<file path="src/rtl/manchester_nibble_tx_pkg.sv">
// ============================================================================
// Module : manchester_nibble_tx_pkg
// Brief  : Shared line-state encodings and Manchester polarity for the
//          Manchester nibble transmitter and its receive-side counterpart.
// Rev    : 1.0  initial release
// ============================================================================
`default_nettype none

package manchester_nibble_tx_pkg;

    // Line state machine encoding, shared with the receive state machine
    typedef enum logic [1:0] {
        ST_IDLE = 2'd0,
        ST_SEND = 2'd1,
        ST_EOF  = 2'd2,
        ST_GAP  = 2'd3
    } tx_state_e;

    // Level driven in the first half of a '1' bit (second half is the inverse)
    localparam logic C_MANCH_ONE_FIRST_HALF = 1'b0;

    // Line level for one half of a Manchester-encoded bit
    function automatic logic manch_half(input logic bit_v, input logic second_half);
        logic first_lvl;
        first_lvl = ~(bit_v ^ C_MANCH_ONE_FIRST_HALF);
        return second_half ? ~first_lvl : first_lvl;
    endfunction

endpackage

`default_nettype wire

</file>
<file path="src/rtl/manch_nibble_shifter.sv">
// ============================================================================
// Module : manch_nibble_shifter
// Brief  : 4-bit LSB-first shift register with half-bit phase. Presents the
//          line level of the next half-bit and flags the last half of a nibble.
// Rev    : 1.0  initial release
// ============================================================================
`default_nettype none

module manch_nibble_shifter
    import manchester_nibble_tx_pkg::*;
(
    input  logic       clk_i,
    input  logic       reset_i,
    input  logic       load_i,
    input  logic [3:0] load_data_i,
    input  logic       advance_i,
    output logic       half_next_o,
    output logic       nibble_end_o
);

    // tick_cnt = {bit index[1:0], half}
    logic [3:0] sr_q;
    logic [3:0] sr_d;
    logic [2:0] cnt_q;
    logic [2:0] cnt_d;

    // Next shift/phase: shift right once per completed bit
    always_comb begin
        sr_d  = sr_q;
        cnt_d = cnt_q;
        if (load_i) begin
            sr_d  = load_data_i;
            cnt_d = 3'd0;
        end else if (advance_i) begin
            cnt_d = cnt_q + 3'd1;
            if (cnt_q[0]) begin
                sr_d = {1'b0, sr_q[3:1]};
            end
        end
    end

    // Shift register and phase counter state
    always_ff @(posedge clk_i or posedge reset_i) begin
        if (reset_i) begin
            sr_q  <= 4'd0;
            cnt_q <= 3'd0;
        end else begin
            sr_q  <= sr_d;
            cnt_q <= cnt_d;
        end
    end

    // From first half go to second half of same bit; from second half go to next bit
    assign half_next_o  = cnt_q[0] ? manch_half(sr_q[1], 1'b0) : manch_half(sr_q[0], 1'b1);
    assign nibble_end_o = (cnt_q == 3'd7);

endmodule

`default_nettype wire

</file>
<file path="src/rtl/manchester_nibble_tx.sv">
// ============================================================================
// Module : manchester_nibble_tx
// Brief  : Manchester nibble transmitter. Valid/ready nibble input with a
//          one-entry hold register, LSB-first serialisation on clk2x_en ticks,
//          end-of-frame high hold, inter-frame gap and underrun frame drop.
// Rev    : 1.0  initial release
// ============================================================================
`default_nettype none

module manchester_nibble_tx
    import manchester_nibble_tx_pkg::*;
#(
    parameter int EOF_HALF_BITS = 4,
    parameter int IFG_HALF_BITS = 24
) (
    input  logic       clk,
    input  logic       reset,
    input  logic       clk2x_en,
    input  logic       tx_enable,
    input  logic       nib_valid,
    input  logic [3:0] nib_data,
    input  logic       nib_last,
    output logic       nib_ready,
    output logic       manch_out,
    output logic       manch_oe,
    output logic       tx_busy,
    output logic       frame_done,
    output logic       underrun
);

    localparam int              C_MAX_HOLD = (EOF_HALF_BITS > IFG_HALF_BITS) ? EOF_HALF_BITS : IFG_HALF_BITS;
    localparam int              C_CW       = $clog2(C_MAX_HOLD + 1);
    localparam logic [C_CW-1:0] C_EOF_LOAD = C_CW'(EOF_HALF_BITS - 1);
    localparam logic [C_CW-1:0] C_IFG_LOAD = C_CW'(IFG_HALF_BITS - 1);

    tx_state_e       state_q;
    logic [C_CW-1:0] cnt_q;
    logic            manch_out_q;
    logic            manch_oe_q;
    logic            frame_done_q;
    logic            underrun_q;
    logic            aborted_q;
    logic            cur_last_q;

    logic            hold_full_q;
    logic            hold_full_d;
    logic [3:0]      hold_data_q;
    logic            hold_last_q;
    logic            ready_q;
    logic            drop_q;

    logic            half_next_d;
    logic            nibble_end_d;
    logic            start_d;
    logic            reload_d;
    logic            underrun_d;
    logic            advance_d;
    logic            discard_d;
    logic            hold_first_d;

    assign start_d      = clk2x_en && (state_q == ST_IDLE) && hold_full_q && tx_enable && !drop_q;
    assign reload_d     = clk2x_en && (state_q == ST_SEND) && nibble_end_d && !cur_last_q && hold_full_q;
    assign underrun_d   = clk2x_en && (state_q == ST_SEND) && nibble_end_d && !cur_last_q && !hold_full_q;
    assign advance_d    = clk2x_en && (state_q == ST_SEND) && !nibble_end_d;
    assign discard_d    = drop_q && hold_full_q;
    assign hold_first_d = manch_half(hold_data_q[0], 1'b0);

    manch_nibble_shifter u_shifter (
        .clk_i        (clk),
        .reset_i      (reset),
        .load_i       (start_d || reload_d),
        .load_data_i  (hold_data_q),
        .advance_i    (advance_d),
        .half_next_o  (half_next_d),
        .nibble_end_o (nibble_end_d)
    );

    // Hold occupancy: emptied by a shifter load or a drop discard, filled by a handshake
    always_comb begin
        hold_full_d = hold_full_q;
        if (start_d || reload_d || discard_d) begin
            hold_full_d = 1'b0;
        end else if (nib_valid && ready_q) begin
            hold_full_d = 1'b1;
        end
    end

    // Hold register, registered ready and underrun frame-drop tracking
    always_ff @(posedge clk or posedge reset) begin
        if (reset) begin
            hold_full_q <= 1'b0;
            hold_data_q <= 4'd0;
            hold_last_q <= 1'b0;
            ready_q     <= 1'b1;
            drop_q      <= 1'b0;
        end else begin
            hold_full_q <= hold_full_d;
            ready_q     <= ~hold_full_d;
            if (nib_valid && ready_q) begin
                hold_data_q <= nib_data;
                hold_last_q <= nib_last;
            end
            if (underrun_d) begin
                drop_q <= 1'b1;
            end else if (discard_d && hold_last_q) begin
                drop_q <= 1'b0;
            end
        end
    end

    // Line state machine with registered line outputs and status pulses
    always_ff @(posedge clk or posedge reset) begin
        if (reset) begin
            state_q      <= ST_IDLE;
            cnt_q        <= '0;
            manch_out_q  <= 1'b0;
            manch_oe_q   <= 1'b0;
            frame_done_q <= 1'b0;
            underrun_q   <= 1'b0;
            aborted_q    <= 1'b0;
            cur_last_q   <= 1'b0;
        end else begin
            frame_done_q <= 1'b0;
            underrun_q   <= 1'b0;
            if (clk2x_en) begin
                case (state_q)
                    ST_IDLE: begin
                        manch_oe_q  <= 1'b0;
                        manch_out_q <= 1'b0;
                        if (start_d) begin
                            state_q     <= ST_SEND;
                            manch_oe_q  <= 1'b1;
                            manch_out_q <= hold_first_d;
                            cur_last_q  <= hold_last_q;
                            aborted_q   <= 1'b0;
                        end
                    end
                    ST_SEND: begin
                        if (!nibble_end_d) begin
                            manch_out_q <= half_next_d;
                        end else if (cur_last_q) begin
                            state_q     <= ST_EOF;
                            manch_out_q <= 1'b1;
                            cnt_q       <= C_EOF_LOAD;
                        end else if (hold_full_q) begin
                            manch_out_q <= hold_first_d;
                            cur_last_q  <= hold_last_q;
                        end else begin
                            underrun_q  <= 1'b1;
                            aborted_q   <= 1'b1;
                            state_q     <= ST_EOF;
                            manch_out_q <= 1'b1;
                            cnt_q       <= C_EOF_LOAD;
                        end
                    end
                    ST_EOF: begin
                        if (cnt_q == '0) begin
                            state_q      <= ST_GAP;
                            manch_oe_q   <= 1'b0;
                            manch_out_q  <= 1'b0;
                            cnt_q        <= C_IFG_LOAD;
                            frame_done_q <= ~aborted_q;
                        end else begin
                            cnt_q <= cnt_q - 1'b1;
                        end
                    end
                    ST_GAP: begin
                        if (cnt_q == '0) begin
                            state_q <= ST_IDLE;
                        end else begin
                            cnt_q <= cnt_q - 1'b1;
                        end
                    end
                    default: begin
                        state_q <= ST_IDLE;
                    end
                endcase
            end
        end
    end

    assign nib_ready  = ready_q;
    assign manch_out  = manch_out_q;
    assign manch_oe   = manch_oe_q;
    assign tx_busy    = (state_q != ST_IDLE);
    assign frame_done = frame_done_q;
    assign underrun   = underrun_q;

endmodule

`default_nettype wire

</file>
<file path="config.mk">
export PLATFORM = sky130hd
export DESIGN_NAME = manchester_nibble_tx
export DESIGN_NICKNAME = d
export VERILOG_FILES = /design/src/rtl/manchester_nibble_tx_pkg.sv /design/src/rtl/manch_nibble_shifter.sv /design/src/rtl/manchester_nibble_tx.sv
export SDC_FILE = /design/constraint.sdc
export NUM_CORES = 1
export LEC_CHECK = 0
export ABC_AREA = 1
export BUFFER_PORTS_ARGS = -buffer_cell sky130_fd_sc_hd__buf_2
export CAP_MARGIN = 20
export CORE_AREA = 2 2 58 55
export DETAILED_ROUTE_END_ITERATION = 8
export DIE_AREA = 0 0 60 57
export PLACE_DENSITY = 0.82
export REMOVE_ABC_BUFFERS = 1
export SYNTH_ARGS = -nofsm -noshare
export SYNTH_HDL_FRONTEND = slang
export SYNTH_SLANG_ARGS = --single-unit
</file>
<file path="constraint.sdc">
create_clock -name clk -period 2.4 [get_ports clk]
set_clock_uncertainty 0.05 [all_clocks]
set_input_delay 0.12 -clock clk [delete_from_list [all_inputs] [get_ports clk]]
set_output_delay 0.12 -clock clk [all_outputs]
set_load 0.005 [all_outputs]
</file>
==> qor.txt, run 1 <==
status: completed
count of cell types in the netlist: 32
DR WL/cell: 11.82 um
Diodes inserted: 0
H-tree depth: 1
Clock Latency Late Sink: 0.34 ns
Setup-failing EPs final: 0
Die Span Y: 57 um
HP Class: in -> reg
Mapped Area: 1713 um2
Congestion Overflow GR: 0
port bufs: 15
Seq/Total Area, Yosys: 40.98%
register bit total from synthesis: 28
GR Util met2: 41.77%
CP peak stage delay: 0.46 ns
final net count: 257
VDD IR-drop max: 0.5790 mV
slowest cell on the critical path: dfrtp_1
Logic pwr share: 49.3%
Final min period: 1.761 ns
share of cells above drive strength 1: 21.19%
M3 GR Usage: 2.041%
synth cell count leaders: nand2_1 (68), dfrtp_1 (27), inv_1 (25)
setup_tns: 0 ns
post-CTS sizing: 0
GR Layer Usage met1: 29.59%
Worst Path Arrival: 2.01 ns
RSZ-0062 raised after global routing: no
power density of the placed cells: 1103 nW/um2
cts bufs inserted: 3
Vias/cell: 5.025
Mapped Cells: 212
Syn Area/Cell: 8.080 um2
drt pass-1 iters: 4
clock sinks: 28
vias in the first global route: 1,456
max cap viols: 0
core area: 2877 um2
hold buffer count at cts: 6
CP endpoint kind: flip-flop
CTS root buffer: clkbuf_4
Site Rows: 19
Worst-path clk slew: 0.16 ns
Filler Cells Inserted: 245
Slew Limit Fails: 0
Pleak: 1.033 nW
count of final hold-check violations: 0
fmax: 0.5680 GHz
Die Wd: 60 um
Crit Path Class: reg -> reg
Worst-Margin Slew: 0.3993 ns
startpoint types: flip-flop
Cell Int Power: 1.150 mW
I/O pin count: 16
gr usage total: 23.19%
switching share of power: 46.08%
CTS tree: built
DP Worst Slack: 0.6944 ns
first-pass GRT wire length: 6203 um
Synth Flop Type: dfrtp_1
DRC viols: 0
GRT busiest layer: met2
total routed wirelength: 3286 um
initial antenna violation count: 0
YS warnings: 0
Final Worst Setup Slack: 0.6393 ns
Flop pwr share: 39.4%
Initial Util: 59.55%
Net Sw Power: 982.2 uW
Post-DRT Antenna Nets: 0
fin crit share: 73.36%
Async SR Flop Fraction: 100.0%
Post-CTS Setup Repair Bufs: 0
Iteration-0 DRC Markers: 64
crit-path max FO: 8
Synth top area share: 39.44%
Placer Congestion: 0.8330
count leader, synth: nand2_1
final core occ: 67.16%
post-DP HPWL: 2471 um
clock tree buffer depth: 2
total number of vias: 1,397
Critical Path RT: 2.64 ns
Slew headroom: 73.38%
Die Footprint: 3420 um2
dominant cell type by area after synthesis: dfrtp_1
Clock power frac: 11.3%
crit-path cells: inv_1 > ha_1 > nand2_2 > nor2_4 > nand2_2 > clkinv_1 > nand2_1 > nand3_1 > nand2_1 > inv_1
Syn-to-layout area delta: 12.78%
Post-synth EDFFs: 0
Area contributors post-synth: dfrtp_1 (39%), nand2_1 (15%), ha_1 (7.3%)
largest net degree at the start of global routing: 29
[worst max-delay path, delay by kind of cell (launching register included)]
family                     cells  cell delay, ns
adders and majority gates      1            0.35
DFF                            1            0.46
buffers and inverters          3            0.24
and+or+nand+nor                6            0.61
[flip-flops by register name (all words and copies together), names as in the netlist, 2 cells and up]
name and flops:
u_shifter.cnt_q 3, hold_data_q 4, state_q 2, u_shifter.sr_q 4
cnt_q 5
[power by group through the flow]
stage	registers, mW	logic (mW)	clock network, mW
after floorplan	0.806	0.830	0
after global placement	0.841	1.01	0
after detailed placement	0.847	1.04	0
after CTS	0.837	1.06	0.245
after global routing	0.867	1.22	0.254
final	0.839	1.05	0.241
[per-stage QoR]
step / cells / hold WS, ns / instance area, um2 / total power [mW]
CTS: 278 / 0.05382 / 1932 / 2.145
global route: 278 / 0.05795 / 1932 / 2.343
floorplan: 210 / 0.1347 / 1700 / 1.636
global placement: 268 / 0.1486 / 1836 / 1.854
finish: 278 / 0.05491 / 1932 / 2.132
detailed placement: 268 / 0.1515 / 1836 / 1.887
[kinds of logic (layout without fill, tap and decap cells)]
kind of cell / Yosys count / after routing / synth area share (%)
xor gates and xnor gates: 1 / 1 / 0.5114
DFF: 28 / 28 / 40.98
and+or+nand+nor: 127 / 127 / 39.01
adders and majority gates: 10 / 10 / 7.305
AOI/OAI and AO/OA: 15 / 15 / 5.114
buffers and inverters: 31 / 55 / 7.085
[final timing paths]
| check | depth (start not counted) | end | slack, ns | start |
|---|---|---|---|---|
| worst max-delay path | 10 | u_shifter.sr_q[1] | 0.64 | state_q[1] |
| worst min register to register | 1 | frame_done | 0.42 | aborted_q |
| max in group asynchronous | 4 | nib_ready | 1.70 | reset |
| min in group asynchronous | 4 | u_shifter.cnt_q[1] | 0.31 | reset |
| worst min-delay path | 2 | frame_done | 0.05 | clk2x_en |
| worst max register to register | 10 | u_shifter.sr_q[1] | 0.64 | state_q[1] |
[placed cells by master (no fill, tap or decap), types with 2 or more instances in the layout]
master / netlist / routed
inv_1: 25 / 25
nand3b_1: 2 / 2
nor2_8: 2 / 2
nand2_1: 68 / 68
nand2_4: 3 / 3
inv_2: 3 / 3
buf_2: 1 / 15
dlygate4sd3_1: 0 / 6
nor2_2: 2 / 2
nand4_1: 5 / 5
o21ai_1: 2 / 2
nand3_1: 14 / 14
o21ai_0: 4 / 4
nor2_4: 3 / 3
a21oi_1: 5 / 5
clkbuf_4: 0 / 3
dfrtp_1: 27 / 27
nand3_2: 3 / 3
nor3_2: 2 / 2
nor2_1: 11 / 11
nor3_1: 2 / 2
ha_1: 10 / 10
nand2_2: 7 / 7
[layer usage]
| metal | part of all wire (%) | wire length [um] |
|---|---|---|
| met1 | 45 | 1465 |
| met2 | 52 | 1704 |
| met3 | 2.4 | 78 |
| met4 | 1.2 | 38 |
| met5 | 0 | 0 |
[final cells by class]
class	instances	area, um2	area share [%]
clock buffers	4	36.28	1.878
flip-flops and latches	28	701.9	36.33
well taps	42	52.55	2.720
multi-input cells	153	889.6	46.05
repair buffers	22	142.6	7.383
inverters	29	108.9	5.635
(Power assumes the default switching activity.)
==> run 2: changes to the inputs <==
- CORE_AREA: 2 2 58 55 -> 2 2 61 57
- DIE_AREA: 0 0 60 57 -> 0 0 63 59
- PLACE_DENSITY: 0.82 -> 0.76
- clock period: 2.4 -> 1.7 ns (I/O delays scaled with it)
==> run 2 against run 1 <==
Cell count is 1.8% higher. Design area is 2.1% higher. Core utilization is 1.8 points lower. Die area is 8.7% higher. Clock-buffer cell count stayed put. Critical path depth is 2 lower. Wire length is 0.46% higher. Clock power is 20% higher. Non-clock buffer count is 5 higher. Critical path type unchanged.
==> qor.txt, run 2 (synthesized netlist as in run 1, its figures left out) <==
status: completed
final net count: 262 (+1.9%)
sequential cell area: 701.9 um2 (unchanged)
Clock power frac: 9.5% (-1.8 points)
Crit Path Class: reg -> reg
cts bufs inserted: 3 (unchanged)
VDD IR-drop max: 0.7993 mV (+38%)
dpl cell area: 1873 um2 (+2.0%)
max cap viols: 0 (unchanged)
startpoint types: flip-flop
port bufs: 15 (unchanged)
Finished Cell Area: 1972 um2 (+2.1%)
total routed wirelength: 3301 um (+0.46%)
fmax: 0.6350 GHz (+12%)
most frequent cells in the layout: nand2_1 (68), dfrtp_1 (27), inv_1 (25)
Worst Path Arrival: 1.77 ns (-0.24 ns)
Iteration-0 DRC Markers: 77 (+20%)
Vias/cell: 4.993 (-0.64%)
count of final hold-check violations: 0 (unchanged)
Congestion Overflow GR: 0 (unchanged)
I/O pin count: 16 (unchanged)
Placer Congestion: 0.8570 (+2.9%)
Flop pwr share: 38.4% (-1.0 points)
CP endpoint kind: flip-flop
commonest non-fill, non-tap cell in the layout: nand2_1
gr usage total: 19.27% (-3.9 points)
Clock Latency Late Sink: 0.33 ns (about the same)
CTS tree: built
Site Rows: 19 (unchanged)
DR WL/cell: 11.66 um (-1.3%)
Net Sw Power: 1.379 mW (+40%)
Worst-Margin Slew: 0.3592 ns (-0.04012 ns)
power density of the placed cells: 1539 nW/um2 (+40%)
Worst-path clk slew: 0.16 ns (about the same)
Final min period: 1.575 ns (-0.1860 ns)
crit-path max FO: 6 (-2)
Die Span Y: 59 um (+3.5%)
HP Class: in -> reg
Syn-to-layout area delta: 15.12%
clock tree buffer depth: 2 (unchanged)
switching share of power: 45.45% (-0.63 points)
post-DP HPWL: 2473 um (about the same)
Initial Util: 56.73% (-2.8 points)
share of cells above drive strength 1: 22.82% (+1.6 points)
first-pass GRT wire length: 5692 um (-8.2%)
Critical Path RT: 1.90 ns (-0.74 ns)
Logic pwr share: 52.0% (+2.7 points)
initial antenna violation count: 0 (unchanged)
Slew headroom: 76.05% (+2.7 points)
Die Wd: 63 um (+5.0%)
largest net degree at the start of global routing: 29 (unchanged)
number of flip-flops in the largest register: 5 (unchanged)
Post-DRT Antenna Nets: 0 (unchanged)
Pleak: 1.049 nW (+1.6%)
CTS root buffer: clkbuf_4
total number of vias: 1,413 (+1.1%)
Slew Limit Fails: 0 (unchanged)
H-tree depth: 1 (unchanged)
Filler Cells Inserted: 259 (+5.7%)
area of the multi-input gates: 902.1 um2 (+1.4%)
clock sinks: 28 (unchanged)
Final Worst Setup Slack: 0.1253 ns (-0.5140 ns)
Setup-failing EPs final: 0 (unchanged)
Cell Int Power: 1.656 mW (+44%)
Most flops, register: cnt_q
DRC viols: 0 (unchanged)
Die Footprint: 3717 um2 (+8.7%)
vias in the first global route: 1,328 (-8.8%)
DP Worst Slack: 0.09692 ns (-0.5975 ns)
drt pass-1 iters: 4 (unchanged)
Diodes inserted: 0 (unchanged)
Top Registers: cnt_q: 5 flops, hold_data_q: 4 flops, u_shifter.sr_q: 4 flops
fin crit share: 92.63% (+19 points)
core area: 3019 um2 (+5.0%)
run 2: cell count changes in the layout (fill, tap and decap cells not counted):
cell and change:
clkbuf_8 -1, ha_4 +1, clkbuf_1 +1, ha_1 -1, buf_4 +5
run 2: worst max-delay path, stage by stage, from the launching register on:
cell and delay, ns:
dfrtp_1 0.46, inv_1 0.11, ha_1 0.28, inv_1 0.10, nand2_1 0.13, nand2_1 0.16
nand3_2 0.09, nand2_1 0.06, nand2_1 0.05
run 2: metrics by stage:
stage	std cells	hold slack (ns)	util (%)	TNS, ns	power (mW)
detailed placement	273	0.1210	62.04	0	2.727
CTS	283	0.01005	64.90	0	3.038
finish	283	0.02013	65.31	0	3.035
global placement	273	0.1199	62.04	0	2.702
global route	283	0.001700	65.31	-0.0001656	3.332
floorplan	210	0.09967	-	0	2.310
run 2: timing repair:
action                     CTS  global route
hold buffers                 6             0
setup endpoints to repair    0             8
hold endpoints to repair    32             0
resized for setup            0             2
setup buffers                0             0
run 2: final cells by class:
| cell class | instances | area share, % |
|---|---|---|
| well taps | 42 | 2.665 |
| multi-input cells | 153 | 45.75 |
| inverters | 29 | 5.520 |
| flip-flops and latches | 28 | 35.60 |
| repair buffers | 27 | 9.137 |
| clock buffers | 4 | 1.332 |
run 2: path summary, 6_finish.rpt:
check,depth (start not counted),endpoint,from,slack [ns]
max in group asynchronous,4,nib_ready,reset,1.02
max,8,state_q[0],state_q[0],0.13
max reg2reg,8,state_q[0],state_q[0],0.13
min in group asynchronous,4,u_shifter.sr_q[0],reset,0.28
min,2,frame_done,clk2x_en,0.02
min reg2reg,1,frame_done,aborted_q,0.45
run 2: power groups by stage:
stage	clock (mW)	sequential, mW	combinational [mW]
2_1_floorplan	0	1.14	1.17
3_3_place_gp	0	1.18	1.52
3_5_place_dp	0	1.18	1.55
4_1_cts	0.304	1.16	1.57
5_1_grt	0.324	1.21	1.80
6_report	0.289	1.17	1.58
run 2: routing by layer:
layer,vias up,global-route usage (%),part of all wire [%]
met5,-,0,0
met4,0,3.810,0.58
met3,2,4.563,3.2
met2,19,32.83,47
met1,660,25.52,49
li1,732,-,-
